===== config.mk =====
export PLATFORM = sky130hd
export DESIGN_NAME = object_motion_flat
export DESIGN_NICKNAME = d
export VERILOG_FILES = /design/src/rtl/object_motion_if.sv /design/src/rtl/object_motion.sv /design/src/flat_wrapper.sv
export SDC_FILE = /design/constraint.sdc
export NUM_CORES = 1
export LEC_CHECK = 0
export ABC_AREA = 1
export CORE_UTILIZATION = 44
export DETAILED_ROUTE_END_ITERATION = 10
export PLACE_DENSITY = 0.8
export SYNTH_ARGS = -nofsm -noshare
export SYNTH_HDL_FRONTEND = slang
export SYNTH_SLANG_ARGS = --single-unit

===== constraint.sdc =====
create_clock -name clock -period 1.89 [get_ports clock]
set_input_delay 0.378 -clock clock [delete_from_list [all_inputs] [get_ports clock]]
set_output_delay 0.378 -clock clock [all_outputs]
set_load 0.01 [all_outputs]

===== src/rtl/object_motion_if.sv =====
// Button, vSync and position bundle between the game logic and its environment.
interface object_motion_if;
  logic       vSync;
  logic       btnUp;
  logic       btnDown;
  logic [9:0] playerX;
  logic [9:0] playerY;
  logic [9:0] obsX;
  logic [9:0] obsY;
  logic       hit;
  logic       frameTick;

  modport master (
    output vSync, btnUp, btnDown,
    input  playerX, playerY, obsX, obsY, hit, frameTick
  );

  modport slave (
    input  vSync, btnUp, btnDown,
    output playerX, playerY, obsX, obsY, hit, frameTick
  );
endinterface


===== src/rtl/object_motion.sv =====
// Per-frame player/obstacle motion with collision FSM (PLAY/HIT).
// Define AUTO_RESTART_EN to leave HIT after HIT_FRAMES frame ticks.
module object_motion #(
  parameter int SCREEN_W   = 640,
  parameter int SCREEN_H   = 480,
  parameter int PLAYER_X   = 200,
  parameter int PLAYER_W   = 40,
  parameter int PLAYER_H   = 40,
  parameter int OBS_W      = 20,
  parameter int OBS_H      = 80,
  parameter int P_STEP     = 2,
  parameter int O_STEP     = 4,
  parameter int HIT_FRAMES = 120
) (
  input logic           clock,
  input logic           clear,
  object_motion_if.slave bus
);

  localparam logic [9:0] PX     = 10'(PLAYER_X);
  localparam logic [9:0] PW     = 10'(PLAYER_W);
  localparam logic [9:0] PH     = 10'(PLAYER_H);
  localparam logic [9:0] OW     = 10'(OBS_W);
  localparam logic [9:0] OH     = 10'(OBS_H);
  localparam logic [9:0] OY     = 10'd100;
  localparam logic [9:0] PSTEP  = 10'(P_STEP);
  localparam logic [9:0] OSTEP  = 10'(O_STEP);
  localparam logic [9:0] PY_MAX = 10'(SCREEN_H - PLAYER_H);
  localparam logic [9:0] OX_RLD = 10'(SCREEN_W - OBS_W);
  localparam logic [9:0] PY_RST = 10'd200;
  localparam logic [9:0] OX_RST = 10'd400;

  typedef enum logic {PLAY, HIT} state_t;

  logic   up_s1_q, up_s2_q, dn_s1_q, dn_s2_q;
  logic   vs_q, vs_prev_q;
  logic   tick_q, tick_d;
  state_t state_q, state_d;
  logic   hit_q, hit_d;
  logic [9:0] py_q, py_d;
  logic [9:0] ox_q, ox_d;
  logic   overlap;

`ifdef AUTO_RESTART_EN
  localparam int CW = $clog2(HIT_FRAMES + 1);
  localparam logic [CW-1:0] CNT_LAST = CW'(HIT_FRAMES - 1);
  logic [CW-1:0] cnt_q, cnt_d;
`endif

  // Strict overlap: touching edges are not a collision.
  assign overlap = (PX < ox_q + OW) && (ox_q < PX + PW) &&
                   (py_q < OY + OH) && (OY < py_q + PH);

  always_comb begin
    tick_d  = vs_q & ~vs_prev_q;
    state_d = state_q;
    hit_d   = hit_q;
    py_d    = py_q;
    ox_d    = ox_q;
`ifdef AUTO_RESTART_EN
    cnt_d   = cnt_q;
`endif
    unique case (state_q)
      PLAY: begin
        if (tick_q) begin
          if (up_s2_q && !dn_s2_q)
            py_d = (py_q < PSTEP) ? 10'd0 : py_q - PSTEP;
          else if (dn_s2_q && !up_s2_q)
            py_d = (py_q > PY_MAX - PSTEP) ? PY_MAX : py_q + PSTEP;
          ox_d = (ox_q < OSTEP) ? OX_RLD : ox_q - OSTEP;
        end else if (overlap) begin
          state_d = HIT;
          hit_d   = 1'b1;
        end
      end
      HIT: begin
`ifdef AUTO_RESTART_EN
        if (tick_q) begin
          if (cnt_q == CNT_LAST) begin
            state_d = PLAY;
            hit_d   = 1'b0;
            py_d    = PY_RST;
            ox_d    = OX_RST;
            cnt_d   = '0;
          end else begin
            cnt_d = cnt_q + 1'b1;
          end
        end
`endif
      end
      default: begin
        state_d = PLAY;
      end
    endcase
  end

  always_ff @(posedge clock or posedge clear) begin
    if (clear) begin
      up_s1_q   <= 1'b1;
      up_s2_q   <= 1'b1;
      dn_s1_q   <= 1'b1;
      dn_s2_q   <= 1'b1;
      vs_q      <= 1'b1;
      vs_prev_q <= 1'b1;
      tick_q    <= 1'b0;
      state_q   <= PLAY;
      hit_q     <= 1'b0;
      py_q      <= PY_RST;
      ox_q      <= OX_RST;
    end else begin
      up_s1_q   <= bus.btnUp;
      up_s2_q   <= up_s1_q;
      dn_s1_q   <= bus.btnDown;
      dn_s2_q   <= dn_s1_q;
      vs_q      <= bus.vSync;
      vs_prev_q <= vs_q;
      tick_q    <= tick_d;
      state_q   <= state_d;
      hit_q     <= hit_d;
      py_q      <= py_d;
      ox_q      <= ox_d;
    end
  end

`ifdef AUTO_RESTART_EN
  always_ff @(posedge clock or posedge clear) begin
    if (clear) cnt_q <= '0;
    else       cnt_q <= cnt_d;
  end
`endif

  assign bus.playerX   = PX;
  assign bus.playerY   = py_q;
  assign bus.obsX      = ox_q;
  assign bus.obsY      = OY;
  assign bus.hit       = hit_q;
  assign bus.frameTick = tick_q;

endmodule

===== src/flat_wrapper.sv =====
// flat-port wrapper written by rule: the top's interface ports become plain ports
module object_motion_flat 
#(
  parameter int SCREEN_W   = 640,
  parameter int SCREEN_H   = 480,
  parameter int PLAYER_X   = 200,
  parameter int PLAYER_W   = 40,
  parameter int PLAYER_H   = 40,
  parameter int OBS_W      = 20,
  parameter int OBS_H      = 80,
  parameter int P_STEP     = 2,
  parameter int O_STEP     = 4,
  parameter int HIT_FRAMES = 120
)
  (clock, clear, bus_vSync, bus_btnUp, bus_btnDown, bus_playerX, bus_playerY, bus_obsX, bus_obsY, bus_hit, bus_frameTick);
  object_motion_if bus_i ();
  input logic clock;
  input logic clear;
  input wire logic [$bits(bus_i.vSync)-1:0] bus_vSync;
  input wire logic [$bits(bus_i.btnUp)-1:0] bus_btnUp;
  input wire logic [$bits(bus_i.btnDown)-1:0] bus_btnDown;
  output wire logic [$bits(bus_i.playerX)-1:0] bus_playerX;
  output wire logic [$bits(bus_i.playerY)-1:0] bus_playerY;
  output wire logic [$bits(bus_i.obsX)-1:0] bus_obsX;
  output wire logic [$bits(bus_i.obsY)-1:0] bus_obsY;
  output wire logic [$bits(bus_i.hit)-1:0] bus_hit;
  output wire logic [$bits(bus_i.frameTick)-1:0] bus_frameTick;
  assign bus_i.vSync = bus_vSync;
  assign bus_i.btnUp = bus_btnUp;
  assign bus_i.btnDown = bus_btnDown;
  assign bus_playerX = bus_i.playerX;
  assign bus_playerY = bus_i.playerY;
  assign bus_obsX = bus_i.obsX;
  assign bus_obsY = bus_i.obsY;
  assign bus_hit = bus_i.hit;
  assign bus_frameTick = bus_i.frameTick;
  object_motion #(.SCREEN_W(SCREEN_W), .SCREEN_H(SCREEN_H), .PLAYER_X(PLAYER_X), .PLAYER_W(PLAYER_W), .PLAYER_H(PLAYER_H), .OBS_W(OBS_W), .OBS_H(OBS_H), .P_STEP(P_STEP), .O_STEP(O_STEP), .HIT_FRAMES(HIT_FRAMES)) u_core (.clock(clock), .clear(clear), .bus(bus_i));
endmodule

## After elaboration in Yosys (flattened, before gate mapping)

Cells that the tools add are included.

- Add/sub/neg operators: 5
- Order comparisons: 7
- Muxes and demuxes: 8
- Bitwise logic cells: 4
- Reductions and logical operators: 11

Operators with widths:

| operator | number |
|---|---|
| 10-bit two-way mux | 5 |
| 10-bit by 8-bit < comparator with 1-bit output, second input constant | 2 |
| 10-bit by 2-bit adder with 10-bit output, second input constant | 1 |
| 10-bit by 5-bit adder with 10-bit output, second input constant | 1 |
| 10-bit by 6-bit adder with 10-bit output, second input constant | 1 |
| 10-bit by 9-bit greater-than comparator with 1-bit output, second input constant | 1 |
| 10-bit by 2-bit < comparator with 1-bit output, second input constant | 1 |
| 10-bit by 3-bit < comparator with 1-bit output, second input constant | 1 |
| 7-bit by 10-bit < comparator with 1-bit output, first input constant | 1 |
| 8-bit by 10-bit < comparator with 1-bit output, first input constant | 1 |
| 10-bit by 2-bit subtractor with 10-bit output, second input constant | 1 |
| 10-bit by 3-bit subtractor with 10-bit output, second input constant | 1 |
| 3-bit AND reduction | 2 |
| 1-bit logical AND | 5 |
| 1-bit two-way mux | 3 |
| 1-bit NOT | 3 |
| 1-bit logical NOT | 2 |
| 2-bit AND reduction | 1 |
| 2-bit nonzero test | 1 |
| 1-bit AND | 1 |

- Register bits: 29
- Input port bits: 5
- Output and inout bits: 42
- Word-level logic and storage cells: 46

## Logic depth before layout (Yosys ltp)

- Word-level depth: 8
- Gate-level depth with buffers: 12
- Gate-level depth less buffers: 12

## Worst setup path before layout

No wires, ideal clock.

- Path kind: register -> register
- Start point: register u_core.py_q[3] (netlist: u_core.bus.playerY[3])
- End point: register u_core.hit_q (netlist: u_core.bus.hit)
- Library setup time: 0.117 ns
- Arrival time: 1.526 ns
- Data required time: 1.773 ns
- Path slack: 0.247 ns
- Cell stages (with the launch flop): 12
- Path buffers: 1
- Clock period less this slack: 1.643 ns
- Cell sequence: dfstp_2 > buf_6 > inv_1 > ha_1 > nor2_1 > o21ai_0 > nand3_1 > nand3_1 > nand2_1 > inv_1 > nand3_1 > nand2_1

- Cells in the longest elaborated chain, start to end: 4
- Elaborated cells on any way between the ends: 6
- Those cells by class: add/sub: 1; order compare: 2; reduce/logical: 3

RTL lines:

| item | line | source |
|---|---|---|
| from (decl) | object_motion.sv:40 | `logic [9:0] py_q, py_d;` |
| from (signal assigned) | object_motion.sv:120 | `py_q <= py_d;` |
| 10-bit by 6-bit adder with 10-bit output / 10-bit by 8-bit < comparator with 1-bit output (equally long branches) | object_motion.sv:52 | `(py_q < OY + OH) && (OY < py_q + PH);` |
| 7-bit by 10-bit < comparator with 1-bit output / 1-bit logical AND (equally long branches) | object_motion.sv:52, object_motion.sv:51 |  |
| 1-bit logical AND * | object_motion.sv:52 |  |
| 3-bit AND reduction (no source line) * | - |  |
| to (signal assigned) | object_motion.sv:119 | `hit_q <= hit_d;` |
| to (decl) | object_motion.sv:39 | `logic hit_q, hit_d;` |

Every way passes the cells marked *; elsewhere a longest branch is shown, timed or not.
A chain may end at the register's enable or synchronous reset.

## Worst setup path in the final report

- Start point: register u_core.py_q[6] (netlist: u_core.bus.playerY[6])
- End point: output port bus_playerY[6]

RTL lines:

| item | line | source |
|---|---|---|
| to (decl) | flat_wrapper.sv:23 | `output wire logic [$bits(bus_i.playerY)-1:0] bus_playerY;` |

No word-level cell between the ends.

==> flow_summary.json <==
{
  "antenna_found_initial": 0,
  "fin_skew_ps": 2.66,
  "yosys_register_bits": 26,
  "crit_chain": "clkdlybuf4s50_1",
  "critPathMaxStageDelay_ps": 640,
  "clk_latency_ps": 280,
  "critPathCaptureType": "primary output",
  "yosys.area.top_type": "dfrtp_1",
  "drt_iter0_drc": 124,
  "area_growth_pct": 12.2,
  "critPathTopFamily": "flip-flops",
  "fmaxAchievable_mhz": 538,
  "grt_max_degree": 27,
  "synth_edf_count": 0,
  "regToRegStartpoint": "u_core.bus.playerY[3]",
  "grt_pass1_wl_um": 7140,
  "first_pass_iters": 7,
  "ys_top_cells_by_area": "dfrtp_1 17%, dfstp_2 15%, nand2_1 15%",
  "drc_errors": 10,
  "power_leakage_uw": 0.00121,
  "fin_crit_ps": 1860,
  "yosys_most_used_dff": "dfrtp_1",
  "worst_setup_path_start_kind": "flop",
  "fin_tns_setup_ps": 0,
  "via_count": 1821,
  "htree_num_levels": 1,
  "synthCells": 299,
  "clock-sinks": 26,
  "die_y_um": 70.6,
  "hpwlAfterDp_um": 3160,
  "hp-start": "u_core.up_s1_q",
  "ctsHoldBuffers": 0,
  "holdCritPathClass": "reg -> reg",
  "startpoint": "u_core.bus.playerY[6]",
  "crit_slowest_cell": "dfstp_2",
  "synth_cell_type_count": 28,
  "ios": 47,
  "wire_per_inst_um": 10.8,
  "critPathKind": "reg -> out",
  "overflow": 0,
  "yosysSeqAreaShare": 0.322,
  "track_usage": 0.180,
  "ant_nets": 0,
  "status": "complete, but fails checks",
  "post-route-util": 0.522,
  "finalCritPeriodShare": 0.983,
  "synth_area_per_cell_um2": 6.92,
  "yosysMostFrequentCell": "nand2_1",
  "fill_cells": 417,
  "drt-total-wl_um": 4060,
  "arrival_ps": 1480,
  "stdcell_area_um2": 2320,
  "gp_congestion": 0.879,
  "failed_checks": "design-rule violations",
  "vdd_drop_max_mv": 0.718,
  "core-area_um2": 4440,
  "drive_gt1_frac": 0.117,
  "clock_path_buffers": 2,
  "async_flop_share": 1.00,
  "yosys-top-cells-count": "81 x nand2_1, 40 x inv_1, 27 x nand3_1, 24 x nor2_1, 23 x buf_4",
  "hold_viol": 0,
  "powerDensity_nw_per_um2": 1470,
  "portBuffers": 23,
  "synth_top_area_share": 0.169,
  "rsz0062_at_grt": "no",
  "post_cts_buffers": 0,
  "whs_ps": 361,
  "row_count": 24,
  "ctsResizeCount": 0,
  "initial_core_util": 0.465,
  "setup_viol": 0,
  "cts_buffers": 3,
  "cp.buffers_inverters": 1,
  "place_area_um2": 2260,
  "path_max_fanout": 8,
  "viasPerCell": 4.84,
  "cts_root_buf": "clkbuf_8",
  "die_x_um": 70.6,
  "cts.clk_slew.worst_paths_ps": 90,
  "layout.nets": 339,
  "power_uw": 3400,
  "drv_cap": 0,
  "grt_pass1_vias": 1648,
  "multiInputGateArea_um2": 1100,
  "slew_violations": 0,
  "synthesis.area_um2": 2070,
  "cts_tree": "built",
  "die-area_um2": 4980,
  "diodes": 0,
  "required_ps": 1510,
  "synth_warnings": 0,
  "regArea_um2": 666
}
[routing by layer]
metal / vias up / wire length, um / GRT usage
met1: 835 / 1810 / 0.223
met2: 46 / 2010 / 0.312
li1: 933 / - / -
met3: 7 / 162 / 0.0285
met5: - / 0 / 0
met4: 0 / 72 / 0.0800
[layout by cell type, fill, tap and decap left out, types with 7 or more instances in the layout]
cell type        netlist  layout
a21oi_1                7       7
clkdlybuf4s50_1        0      23
conb_1                 2      23
dfrtp_1               14      14
dfstp_2               12      12
ha_1                   9       9
inv_1                 40      40
nand2_1               81      81
nand3_1               27      27
nor2_1                24      24
o21ai_0               11      11
o21ai_1               10      10
xor2_1                 8       8
[cell type report]
class                   count  share of cell area
clock buffers               4              0.0237
repair buffers             26               0.109
inverters                  47              0.0766
well taps                  52              0.0280
multi-input cells         221               0.476
flip-flops and latches     26               0.287
[flip-flops by register name, summed over array words and instances, names as in the netlist]
signal	cells
u_core.bus.frameTick	1
u_core.bus.hit	1
u_core.bus.obsX	8
u_core.bus.playerY	9
u_core.dn_s1_q	1
u_core.dn_s2_q	1
u_core.state_q	1
u_core.up_s1_q	1
u_core.up_s2_q	1
u_core.vs_prev_q	1
u_core.vs_q	1
[power by group]
group          switching, uW  internal [uW]
Combinational           1100            822
Sequential               302            793
Clock                    191            187
Total                   1600           1800
[per-stage QoR]
step,setup slack [ps],cells
2_1_floorplan,247,320
3_3_place_gp,253,372
3_5_place_dp,220,372
4_1_cts,25.6,376
5_1_grt,0.768,376
6_report,32.2,376
[worst paths after layout]
kind | slack, ps | end | cells past startpoint
min in group asynchronous | 430 | u_core.bus.playerY[2] | 3
hold / removal | 360 | u_core.up_s2_q | 0
hold reg to reg | 360 | u_core.up_s2_q | 0
max in group asynchronous | 1150 | u_core.bus.playerY[3] | 3
setup reg to reg | 220 | u_core.bus.playerY[1] | 10
setup / recovery | 30 | bus_playerY[6] | 1
[cell families (layout without fill, tap and decap cells)]
group	Yosys count	in the layout	synth area share
simple gates	152	152	0.332
buf+inv	73	77	0.183
compound gates	28	28	0.0678
flops	26	26	0.322
fa+ha+maj	9	9	0.0544
xor+xnor	9	9	0.0381
other cells	2	23	0.00363
Power figures use the tool's default switching activity.
